### config.mk
export PLATFORM = sky130hd
export DESIGN_NAME = m2_block_scheduler
export DESIGN_NICKNAME = d
export VERILOG_FILES = /design/src/rtl/m2_block_scheduler.sv
export SDC_FILE = /design/constraint.sdc
export NUM_CORES = 1
export LEC_CHECK = 0
export BUFFER_PORTS_ARGS = -buffer_cell sky130_fd_sc_hd__buf_2
export CAP_MARGIN = 20
export CELL_PAD_IN_SITES_DETAIL_PLACEMENT = 1
export CELL_PAD_IN_SITES_GLOBAL_PLACEMENT = 1
export CORE_MARGIN = 4
export CORE_UTILIZATION = 40
export DETAILED_ROUTE_END_ITERATION = 16
export HOLD_SLACK_MARGIN = 0.05
export PLACE_DENSITY = 0.85
export SYNTH_ARGS = -nofsm -noshare
export SYNTH_HDL_FRONTEND = slang
export SYNTH_SLANG_ARGS = --single-unit
### constraint.sdc
create_clock -name Clock -period 11.2 [get_ports Clock]
set_clock_uncertainty 0.1 [all_clocks]
set_input_delay 0.56 -clock Clock [delete_from_list [all_inputs] [get_ports Clock]]
set_output_delay 0.56 -clock Clock [all_outputs]
set_load 0.1 [all_outputs]
### src/rtl/m2_block_scheduler.sv
// m2_block_scheduler: overlaps fetch S' / compute T / compute S / write S across the
// 2400 8x8 blocks of a frame (Y 40x30 blocks, U and V 20x30 blocks each).
// Optional feature: define M2_SCHED_WATCHDOG_EN to add a per-state stall watchdog
// that pulses sched_error and returns the scheduler to IDLE.
module m2_block_scheduler (
    input  logic        Clock,
    input  logic        Resetn,
    input  logic        Enable,
    output logic        FS_start,
    input  logic        FS_done,
    output logic        CT_start,
    input  logic        CT_done,
    output logic        CS_start,
    input  logic        CS_done,
    output logic        WS_start,
    input  logic        WS_done,
    output logic [17:0] fs_base_addr,
    output logic [17:0] ws_base_addr,
    output logic [1:0]  segment,
    output logic        sram_sel,
    output logic        busy,
`ifdef M2_SCHED_WATCHDOG_EN
    output logic        sched_error,
`endif
    output logic        done
);

    typedef enum logic [2:0] {
        IDLE, FS_LI, CT_LI, PHASE_A, PHASE_B, CS_LO, WS_LO, DONE
    } state_t;

    state_t      state, state_next;
    logic        entry;
    logic        flag_fs, flag_ct, flag_cs, flag_ws;
    logic        use_fs, use_ct, use_cs, use_ws;
    logic        all_done, fs_adv, ws_adv, restart, wd_trip;
    logic [5:0]  fetch_col, write_col;
    logic [4:0]  fetch_row, write_row;
    logic [1:0]  write_seg;
    logic        fetch_end;
    logic [12:0] fetch_nxt, write_nxt;

    // Column-first raster over the block grid; U/V rows are half as wide as Y.
    function automatic logic [12:0] next_index(input logic [1:0] seg, input logic [4:0] row,
                                               input logic [5:0] col);
        logic [5:0] col_max;
        col_max = (seg == 2'd0) ? 6'd39 : 6'd19;
        if (col != col_max)
            return {seg, row, col + 6'd1};
        else if (row != 5'd29)
            return {seg, row + 5'd1, 6'd0};
        else
            return {seg + 2'd1, 5'd0, 6'd0};
    endfunction

    function automatic logic is_last(input logic [1:0] seg, input logic [4:0] row,
                                     input logic [5:0] col);
        return (seg == 2'd2) && (row == 5'd29) && (col == 6'd19);
    endfunction

    // Coefficient area: Y/U/V planes follow the pixel area, 8 words per block column.
    function automatic logic [17:0] fs_addr(input logic [1:0] seg, input logic [4:0] row,
                                            input logic [5:0] col);
        logic [17:0] base, row_step;
        case (seg)
            2'd0:    begin base = 18'd76800;  row_step = 18'd2560; end
            2'd1:    begin base = 18'd153600; row_step = 18'd1280; end
            default: begin base = 18'd192000; row_step = 18'd1280; end
        endcase
        return base + {13'd0, row} * row_step + {9'd0, col, 3'd0};
    endfunction

    // Pixel area: two pixels per word, so a block column spans 4 words.
    function automatic logic [17:0] ws_addr(input logic [1:0] seg, input logic [4:0] row,
                                            input logic [5:0] col);
        logic [17:0] base, row_step;
        case (seg)
            2'd0:    begin base = 18'd0;     row_step = 18'd1280; end
            2'd1:    begin base = 18'd38400; row_step = 18'd640;  end
            default: begin base = 18'd57600; row_step = 18'd640;  end
        endcase
        return base + {13'd0, row} * row_step + {10'd0, col, 2'd0};
    endfunction

    assign fetch_nxt = next_index(segment, fetch_row, fetch_col);
    assign write_nxt = next_index(write_seg, write_row, write_col);

    // Which stages each state runs, and whether every started stage has reported.
    always_comb begin
        use_fs   = (state == FS_LI) || (state == PHASE_A);
        use_ct   = (state == CT_LI) || (state == PHASE_B);
        use_cs   = (state == PHASE_A) || (state == CS_LO);
        use_ws   = (state == PHASE_B) || (state == WS_LO);
        all_done = (!use_fs || flag_fs || FS_done) && (!use_ct || flag_ct || CT_done) &&
                   (!use_cs || flag_cs || CS_done) && (!use_ws || flag_ws || WS_done);
        fs_adv   = use_fs && FS_done && !flag_fs;
        ws_adv   = use_ws && WS_done && !flag_ws;
        restart  = (state == IDLE) && Enable;
    end

`ifdef M2_SCHED_WATCHDOG_EN
    logic [11:0] wd_cnt;

    // Stall counter: restarts on every state entry and rests at zero in IDLE.
    always_ff @(posedge Clock or negedge Resetn) begin
        if (!Resetn)
            wd_cnt <= '0;
        else if (state == IDLE || state_next != state)
            wd_cnt <= '0;
        else
            wd_cnt <= wd_cnt + 12'd1;
    end

    assign wd_trip     = (state != IDLE) && (wd_cnt == 12'hFFF);
    assign sched_error = wd_trip;
`else
    assign wd_trip = 1'b0;
`endif

    // State register plus a one-cycle marker for the first cycle of each state.
    always_ff @(posedge Clock or negedge Resetn) begin
        if (!Resetn) begin
            state <= IDLE;
            entry <= 1'b0;
        end else begin
            state <= state_next;
            entry <= (state_next != state);
        end
    end

    // Next state and all handshake/status outputs.
    always_comb begin
        state_next = state;
        busy       = 1'b1;
        done       = 1'b0;
        sram_sel   = 1'b0;
        case (state)
            IDLE: begin
                busy = 1'b0;
                if (Enable) state_next = FS_LI;
            end
            FS_LI:   if (all_done) state_next = CT_LI;
            CT_LI:   if (all_done) state_next = PHASE_A;
            PHASE_A: if (all_done) state_next = PHASE_B;
            PHASE_B: begin
                sram_sel = 1'b1;
                if (all_done) state_next = fetch_end ? CS_LO : PHASE_A;
            end
            CS_LO:   if (all_done) state_next = WS_LO;
            WS_LO: begin
                sram_sel = 1'b1;
                if (all_done) state_next = DONE;
            end
            DONE: begin
                done       = 1'b1;
                state_next = IDLE;
            end
            default: state_next = IDLE;
        endcase
        if (wd_trip) state_next = IDLE;
        FS_start = entry && use_fs;
        CT_start = entry && use_ct;
        CS_start = entry && use_cs;
        WS_start = entry && use_ws;
    end

    // Sticky per-stage done flags; pulses from stages idle in this state are dropped.
    always_ff @(posedge Clock or negedge Resetn) begin
        if (!Resetn) begin
            {flag_fs, flag_ct, flag_cs, flag_ws} <= 4'b0;
        end else if (state_next != state) begin
            {flag_fs, flag_ct, flag_cs, flag_ws} <= 4'b0;
        end else begin
            flag_fs <= flag_fs || (use_fs && FS_done);
            flag_ct <= flag_ct || (use_ct && CT_done);
            flag_cs <= flag_cs || (use_cs && CS_done);
            flag_ws <= flag_ws || (use_ws && WS_done);
        end
    end

    // Fetch/write block indices and their registered SRAM base addresses.
    always_ff @(posedge Clock or negedge Resetn) begin
        if (!Resetn) begin
            {segment, fetch_row, fetch_col}     <= '0;
            {write_seg, write_row, write_col}   <= '0;
            fetch_end                           <= 1'b0;
            fs_base_addr                        <= 18'd76800;
            ws_base_addr                        <= 18'd0;
        end else if (restart || wd_trip) begin
            {segment, fetch_row, fetch_col}     <= '0;
            {write_seg, write_row, write_col}   <= '0;
            fetch_end                           <= 1'b0;
            fs_base_addr                        <= 18'd76800;
            ws_base_addr                        <= 18'd0;
        end else begin
            if (fs_adv) begin
                if (is_last(segment, fetch_row, fetch_col)) begin
                    fetch_end <= 1'b1;
                end else begin
                    {segment, fetch_row, fetch_col} <= fetch_nxt;
                    fs_base_addr <= fs_addr(fetch_nxt[12:11], fetch_nxt[10:6], fetch_nxt[5:0]);
                end
            end
            if (ws_adv && !is_last(write_seg, write_row, write_col)) begin
                {write_seg, write_row, write_col} <= write_nxt;
                ws_base_addr <= ws_addr(write_nxt[12:11], write_nxt[10:6], write_nxt[5:0]);
            end
        end
    end

endmodule

# Word level (Yosys, flattened, before mapping)
# Cells that the tools add are included.
# totals
mem_bits_ro	0
mem_count	0
reg_bits	71
latchBits	0
ramBits	0
word_cells	160
# classes
n_eq_ne	21
magnitude_cmp	0
multipliers	2
n_reduce_logical	53
div	0
n_shift	0
addsub	10
bitwise_logic	0
muxes	59
# ops
op	count
two-way mux 18 bit	15
two-way mux 13 bit	4
two-way mux 6 bit	7
adder 18 bit	2
multiplier 5 x 18 -> 18 bit	2
case mux 18 bit (2 select lines)	1
case mux 16 bit (2 select lines)	1
two-way mux 5 bit	5
two-way mux 3 bit	8
case mux 3 bit (8 select lines)	1
logical AND 1 bit	19
adder 18 x 8 -> 18 bit	1
adder 18 x 9 -> 18 bit	1
logical OR 1 bit	16
adder 6 x 1 -> 6 bit, second input constant	2
== test 3 bit, second input constant	4
== test 6 x 5 -> 1 bit, second input constant	2
two-way mux 12 bit	1
!= test 6 bit	2
two-way mux 11 bit	1
adder 5 x 1 -> 5 bit, second input constant	2
== test 5 bit, second input constant	2
two-way mux 1 bit	10
two-way mux 2 bit	5
other kinds (14)	31

# Depth between registers and ports, before layout
# Gate-level depths: netlist (run 1).
# depth
word_depth	15
ltp_mapped	21

# Worst setup path before layout (run 1)
# Ideal clock, no wire load.
# synth_timing
kind	flip-flop to flip-flop
startpoint	register segment[0]
endpoint	register fs_base_addr[16]
setup_slack_ps	5604
t_arrival_ps	5405
stages_incl_launch_ff	18
setup_ps	91
path_cell_list	dfrtp_1 inv_1 ha_1 or4b_4 a211oi_4 a21boi_4 or2_1 fa_1 inv_1 ha_1 fa_1 inv_1 fa_1 nor2b_1 o21ai_0 a21o_1 and3b_1 o31ai_1
# synth_via
elab_chain_cells	15
elab_cells_between_ends	27
cone_classes	add/sub (3); mul (1); eq/ne (4); mux (14); reduce/logical (5)
# synth_lines
element	line	text
start, declared	19	output logic [1:0] segment,
start signal, assigned	200	{segment, fetch_row, fetch_col} <= fetch_nxt;
zero test 2 bit	47	col_max = (seg == 2'd0) ? 6'd39 : 6'd19;
two-way mux 6 bit	47	
!= test 6 bit	48	if (col != col_max)
two-way mux 13 bit	48	
zero test 2 bit	65	case (seg)
two-way mux 12 bit	65	
two-way mux 18 bit	197	if (is_last(segment, fetch_row, fetch_col)) begin
two-way mux 18 bit	196	if (fs_adv) begin
two-way mux 18 bit	189	end else if (restart || wd_trip) begin
multiplier 5 x 18 -> 18 bit	70	return base + {13'd0, row} * row_step + {9'd0, col, 3'd0};
adder 18 bit	70	
adder 18 x 9 -> 18 bit	70	
two-way mux 18 bit	197	
two-way mux 18 bit	196	
two-way mux 18 bit	189	
end signal, assigned	201	fs_base_addr <= fs_addr(fetch_nxt[12:11], fetch_nxt[10:6], fetch_nxt[5:0]);
end, declared	17	output logic [17:0] fs_base_addr,
# Several ways; a longest one is shown, not always the timed one. The select of a mux whose other input is x is not followed.
# A chain may end at the register's enable or synchronous reset.

# Worst setup path after layout (run 1)
# Same ends and word-level chain as after synthesis.

==> impl_metrics.csv, run 1 <==
group,metric,value,unit
critical_path,cpPeakStageDelay,0.60,ns
hold_path,hold_class,"input pin to async pin",
synthesis,ys_seq_area_share,29.7,%
layout,antenna_cells,0,
clocking,cts_buffers,5,
place,gp_congestion,0.865,
global_routing,track_usage,19.2,%
synthesis,ys_ff_latch,56,
clocking,clock_path_buffers,2,
clocking,ctsResizeCount,0,
die,core-area,11500,µm²
power_and_ir_drop,power_density,170,nW/µm²
global_routing,grt_overflow,0,
clocking,clk_latency,0.31,ns
synthesis,netlist_top_cells_area,"dfrtp_1, ha_1, fa_1",
synthesis,yosysMostFrequentCell,"dfrtp_1",
clocking,clockRootBuffer,"clkbuf_16",
layout,fin_cells,705,
layout,drive_above_1_share,14.2,%
clocking,clk_pin_slew_worst_paths,0.08,ns
synthesis,synth_common_cells,"dfrtp_1, ha_1, nand2_1",
global_routing,grt_pass1_vias,4365,
routing,drc,0,
layout,design_area,5110,µm²
power_and_ir_drop,ir_drop,0.0000949,V
place,place_area,4940,µm²
layout,fin_nets,631,
place,hpwl,9270,µm
synthesis,synthFlopType,"dfrtp_1",
critical_path,cp-endpoint,"fs_base_addr[16]",
critical_path,r2r-start,"segment[0]",
clocking,cts_tree,"yes",
clocking,postCtsSetupBuffers,0,
synthesis,netlist_instances,539,
synthesis,async_flop_share,100,%
routing,ant_nets,0,
routing,viasPerCell,5.62,
sta,finalCritPeriodShare,47.5,%
clocking,clock-sinks,56,
die,die_y,117,µm
synthesis,ys_types,72,
synthesis,synth-edff-count,0,
sta,tightest_slew,0.783,ns
power_and_ir_drop,power,867,µW
clocking,cts_hold_buf,0,
critical_path,cp.arrival,5.44,ns
critical_path,path_cells,"inv_1, ha_1, or4b_4, a21oi_4, nand2_1, o21a_1, or2_1, fa_1, inv_1, ha_1, fa_1, inv_1, fa_1, nor2b_1, o21ai_0, a21o_1, and3b_1, o31ai_1",
critical_path,cp_max_fo,7,
sta,fin_hold_ws,0.299,ns
die,die_w,117,µm
sta,min_period,5.32,ns
synthesis,synth_top_cell_by_area,"dfrtp_1",
critical_path,worst_r2r_endpoint,"fs_base_addr[16]",
die,start_util,41.1,%
routing,routed_wl,12300,µm
sta,finalSetupViolations,0,
place,place_inst,697,
synthesis,yosys_warnings,0,
die,ios,52,
routing,routedWlPerCell,17.5,µm
global_routing,antenna_found_initial,0,
synthesis,netlist_area,4730,µm²
critical_path,worst_setup_path_start_kind,"flop",
critical_path,required,11.31,ns
routing,drt_first_iter_violations,202,
place,io_buffers,46,
synthesis,avgSynthCellArea,8.77,µm²
sta,fin_setup_tns,0,ns
sta,hold_viol,0,
routing,vias,3965,
run_status,status,"finished, final reports clean",
critical_path,path_class,"flop to flop",
synthesis,synth_top_area_share,27.5,%
layout,area_delta_synth_final,7.99,%
die,rows,39,
sta,fmax,0.188,GHz
global_routing,grt_max_degree,57,
die,dieArea,13600,µm²
sta,relSlewSlack,47.8,%
critical_path,cp_slowest_cell,"or4b_4",
clocking,h-tree-depth,2,
power_and_ir_drop,p_leak,2.56,nW
critical_path,crit_path_end_kind,"flop",
sta,rsz0062_at_grt,"no",
critical_path,worstRegToRegCells,18,
critical_path,cp-startpoint,"segment[0]",
sta,report.final.slew_viol_count,0,
routing,firstDrtPassIters,4,
global_routing,grt_pass1_wl,21100,µm
run,cap_violations,0,
critical_path,r2r_slack,5.88,ns
==> worst min-delay path by stage <==
stage                                from                to  slack [ns]  depth (start not counted)
after floorplan                    Resetn             entry        0.16                          0
after global placement            flag_cs           flag_cs        0.38                          2
after detailed placement  ws_base_addr[9]   ws_base_addr[9]        0.39                          2
after CTS                          Resetn   ws_base_addr[8]        0.33                          2
after global routing               Resetn  ws_base_addr[17]        0.38                          2
final                              Resetn   ws_base_addr[8]        0.30                          2
==> state kept, by name, indices dropped and copies added, names as in the netlist <==
register / cells
entry: 1
fetch_col: 1
fetch_end: 1
fetch_row: 5
flag_cs: 1
flag_ct: 1
flag_fs: 1
flag_ws: 1
fs_base_addr: 15
segment: 2
state: 3
write_col: 1
write_row: 5
write_seg: 2
ws_base_addr: 16
==> final cells by class <==
| type | count | area [µm²] |
|---|---|---|
| multi-input combinational | 400 | 2900 |
| fill | 1409 | 6410 |
| tap | 143 | 179 |
| sequential | 56 | 1410 |
| timing repair buffer | 51 | 268 |
| clock inverter | 3 | 46.3 |
| inverter | 47 | 181 |
| clock buffer | 5 | 125 |
==> placed cells by master, fill, tap and decap left out, types with 5 or more instances in the layout <==
cell type / synthesis / layout
xnor2_1: 7 / 7
a21oi_1: 31 / 31
clkbuf_16: 0 / 5
nor2b_1: 7 / 7
nor3_1: 13 / 13
nand2_1: 45 / 45
ha_1: 49 / 49
nor2_1: 43 / 43
a311oi_1: 7 / 7
buf_4: 15 / 5
nand2b_1: 5 / 5
o21ai_1: 28 / 28
o31ai_1: 5 / 5
fa_1: 14 / 14
and3_1: 8 / 8
mux2i_1: 7 / 7
conb_1: 2 / 6
nand3_1: 28 / 28
inv_1: 44 / 44
xor2_1: 6 / 6
dfrtp_1: 52 / 52
o21ai_0: 20 / 20
buf_2: 5 / 46
==> power by group <==
group          leakage, nW  internal (mW)  switching [mW]
clock network       0.0804          0.107          0.0822
registers            0.755          0.233          0.0381
logic                 1.72         0.0768           0.331
==> worst max-delay path, delay by kind of cell, from the launching register on <==
kind            cells  cell delay, ns
simple gates        5            1.24
buf+inv             3            0.24
compound gates      5            1.03
fa+ha+maj           5            2.15
flops               1            0.45
==> metal layers <==
layer	GRT usage [%]	vias to the layer above	wire, µm
li1	-	1905	-
met1	22.5	1962	5210
met2	35.4	76	6390
met3	3.52	22	452
met4	5.73	0	259
met5	0	-	0
==> stage by stage <==
| stage | setup WS [ns] | utilization, % |
|---|---|---|
| floorplan | 5.60 | - |
| global placement | 6.17 | 42.8 |
| detailed placement | 5.95 | 42.9 |
| CTS | 5.88 | 44.4 |
| global route | 5.57 | 44.4 |
| finish | 5.88 | 44.4 |
==> logic make-up (layout without fill, tap and decap cells) <==
logic type | after synthesis | in the layout | share of synthesized area, %
flops | 56 | 56 | 29.7
simple gates | 177 | 177 | 19.3
other cells | 2 | 6 | 0.159
compound gates | 131 | 131 | 18.1
fa+ha+maj | 63 | 63 | 18.9
mux | 10 | 10 | 2.25
xor+xnor | 13 | 13 | 2.41
buf+inv | 87 | 106 | 9.23
No activity file was read; power rests on OpenSTA's default activity.
==> run 2, diff against run 1 <==
- clock period: 11.2 -> 5 ns (I/O delays scaled with it)
==> impl_metrics.csv, run 2 (synthesized netlist as in run 1, its figures left out) <==
group,metric,value,unit
power_and_ir_drop,power,1.92,mW
critical_path,cpPeakStageDelay,0.54,ns
sta,fmax,0.208,GHz
run,cap_violations,0,
critical_path,cp_max_fo,8,
critical_path,path_class,"flop to flop",
layout,design_area,5310,µm²
sta,finalSetupViolations,0,
sta,hold_viol,0,
hold_path,min_from,"WS_done",
critical_path,path_cells,"inv_2, ha_2, or4b_4, a211oi_4, a21boi_4, or2_1, fa_1, inv_1, ha_1, fa_1, inv_1, fa_2, nor2b_2, o21ai_1, a21o_1, and3b_1, o31ai_1",
place,gp_congestion,0.903,
routing,viasPerCell,5.68,
routing,drt_first_iter_violations,222,
place,pre_cts_slack,-0.0413,ns
die,dieArea,13600,µm²
clocking,clk_pin_slew_worst_paths,0.08,ns
critical_path,worst_setup_path_start_kind,"flop",
global_routing,track_usage,19.5,%
routing,drc,0,
clocking,cts_buffers,5,
global_routing,grt_max_degree,57,
critical_path,worst_r2r_endpoint,"fs_base_addr[16]",
die,rows,39,
critical_path,cp_slowest_cell,"or4b_4",
die,die_y,117,µm
layout,area_delta_synth_final,12.3,%
critical_path,r2r_slack,0.18,ns
layout,reg.largest.list,"ws_base_addr: 16 flops, fs_base_addr: 15 flops",
global_routing,grt_pass1_vias,4380,
routing,firstDrtPassIters,4,
sta,min_period,4.82,ns
place,hpwl,9230,µm
clocking,cts_tree,"yes",
die,core-area,11500,µm²
sta,report.final.slew_viol_count,0,
sta,setup_slack,0.183,ns
power_and_ir_drop,p_leak,2.68,nW
place,place_area,5010,µm²
power_and_ir_drop,ir_drop,0.000213,V
critical_path,cp.arrival,4.93,ns
run_status,status,"finished, final reports clean",
layout,drive_above_1_share,19.8,%
critical_path,critPathTopFamily,"adder cells",
sta,finalCritPeriodShare,96.3,%
critical_path,worstRegToRegCells,17,
critical_path,required,5.12,ns
sta,tightest_slew,1.03,ns
die,start_util,41.1,%
global_routing,grt_pass1_wl,21300,µm
critical_path,cp.buffers_inverters,3,
die,ios,52,
place,io_buffers,46,
sta,rsz0062_at_grt,"yes",
layout,largest_register,"ws_base_addr",
routing,vias,4117,
global_routing,grt_overflow,0,
sta,relSlewSlack,31.0,%
die,die_w,117,µm
clocking,clockRootBuffer,"clkbuf_16",
layout,final_cell_mix,"dfrtp_1, ha_1, buf_2",
hold_path,whs_path_depth,3,
hold_path,whs_endpoint,"flag_ws",
clocking,clk_latency,0.31,ns
layout,antenna_cells,0,
sta,fin_setup_tns,0,ns
layout,largest_reg_flops,16,
critical_path,crit_path_end_kind,"flop",
hold_path,hold_class,"input pin to flop",
routing,routed_wl,13000,µm
clocking,clock-sinks,56,
routing,routedWlPerCell,17.9,µm
layout,final_common_cell,"dfrtp_1",
power_and_ir_drop,power_density,361,nW/µm²
critical_path,r2r-start,"segment[0]",
clocking,h-tree-depth,2,
clocking,clock_path_buffers,2,
routing,ant_nets,0,
global_routing,antenna_found_initial,0,
layout,fin_nets,651,
critical_path,worst-path-stages,17,
run 2: power by group:
part | total [mW] | leakage, nW | switching (mW) | internal [mW]
Clock | 0.385 | 0.0772 | 0.184 | 0.201
Combinational | 0.928 | 1.85 | 0.751 | 0.176
Sequential | 0.603 | 0.751 | 0.0816 | 0.522
run 2: stage by stage:
step / hold slack (ns) / std cells / utilization [%]
floorplan: -0.146 / 543 / -
global placement: 0.348 / 705 / 43.5
detailed placement: 0.360 / 705 / 43.5
CTS: 0.126 / 718 / 45.2
global route: 0.151 / 725 / 46.1
finish: 0.129 / 725 / 46.1
run 2: repair_timing:
| action | CTS | global route |
|---|---|---|
| gates resized for setup | 2 | 14 |
| buffers inserted | 4 | 6 |
| setup endpoints to repair | 3 | 8 |
| hold endpoints to repair | 52 | 0 |
| pin swaps | 3 | 8 |
| hold buffers | 1 | 0 |
run 2: worst max-delay path by stage:
stage	startpoint	to	slack (ns)
final	segment[0]	fs_base_addr[16]	0.18
after global routing	segment[0]	fs_base_addr[17]	-0.07
after CTS	segment[0]	fs_base_addr[17]	0.00007
after detailed placement	segment[0]	fs_base_addr[16]	-0.04
after global placement	segment[0]	fs_base_addr[16]	0.17
after floorplan	segment[0]	fs_base_addr[16]	0.009
run 2: worst register-to-register path, delay by kind of cell, from the launching register on:
family | cells | cell delay [ns]
DFF | 1 | 0.41
and+or+nand+nor | 4 | 1.09
adders and majority gates | 5 | 2.00
AOI/OAI and AO/OA | 5 | 0.94
buffers and inverters | 3 | 0.19
run 2: area by class of cell:
class | instances | area, µm²
Clock buffer | 6 | 139
Clock inverter | 2 | 13.8
Fill cell | 1373 | 6200
Inverter | 47 | 181
Multi-Input combinational cell | 400 | 2970
Sequential cell | 56 | 1410
Tap cell | 143 | 179
Timing Repair Buffer | 71 | 420
run 2: metal layers:
| metal | part of all wire [%] | track usage (%) |
|---|---|---|
| met5 | 0 | 0 |
| met4 | 2.5 | 7.26 |
| met3 | 3.4 | 3.26 |
| met2 | 52 | 35.3 |
| met1 | 42 | 23.1 |
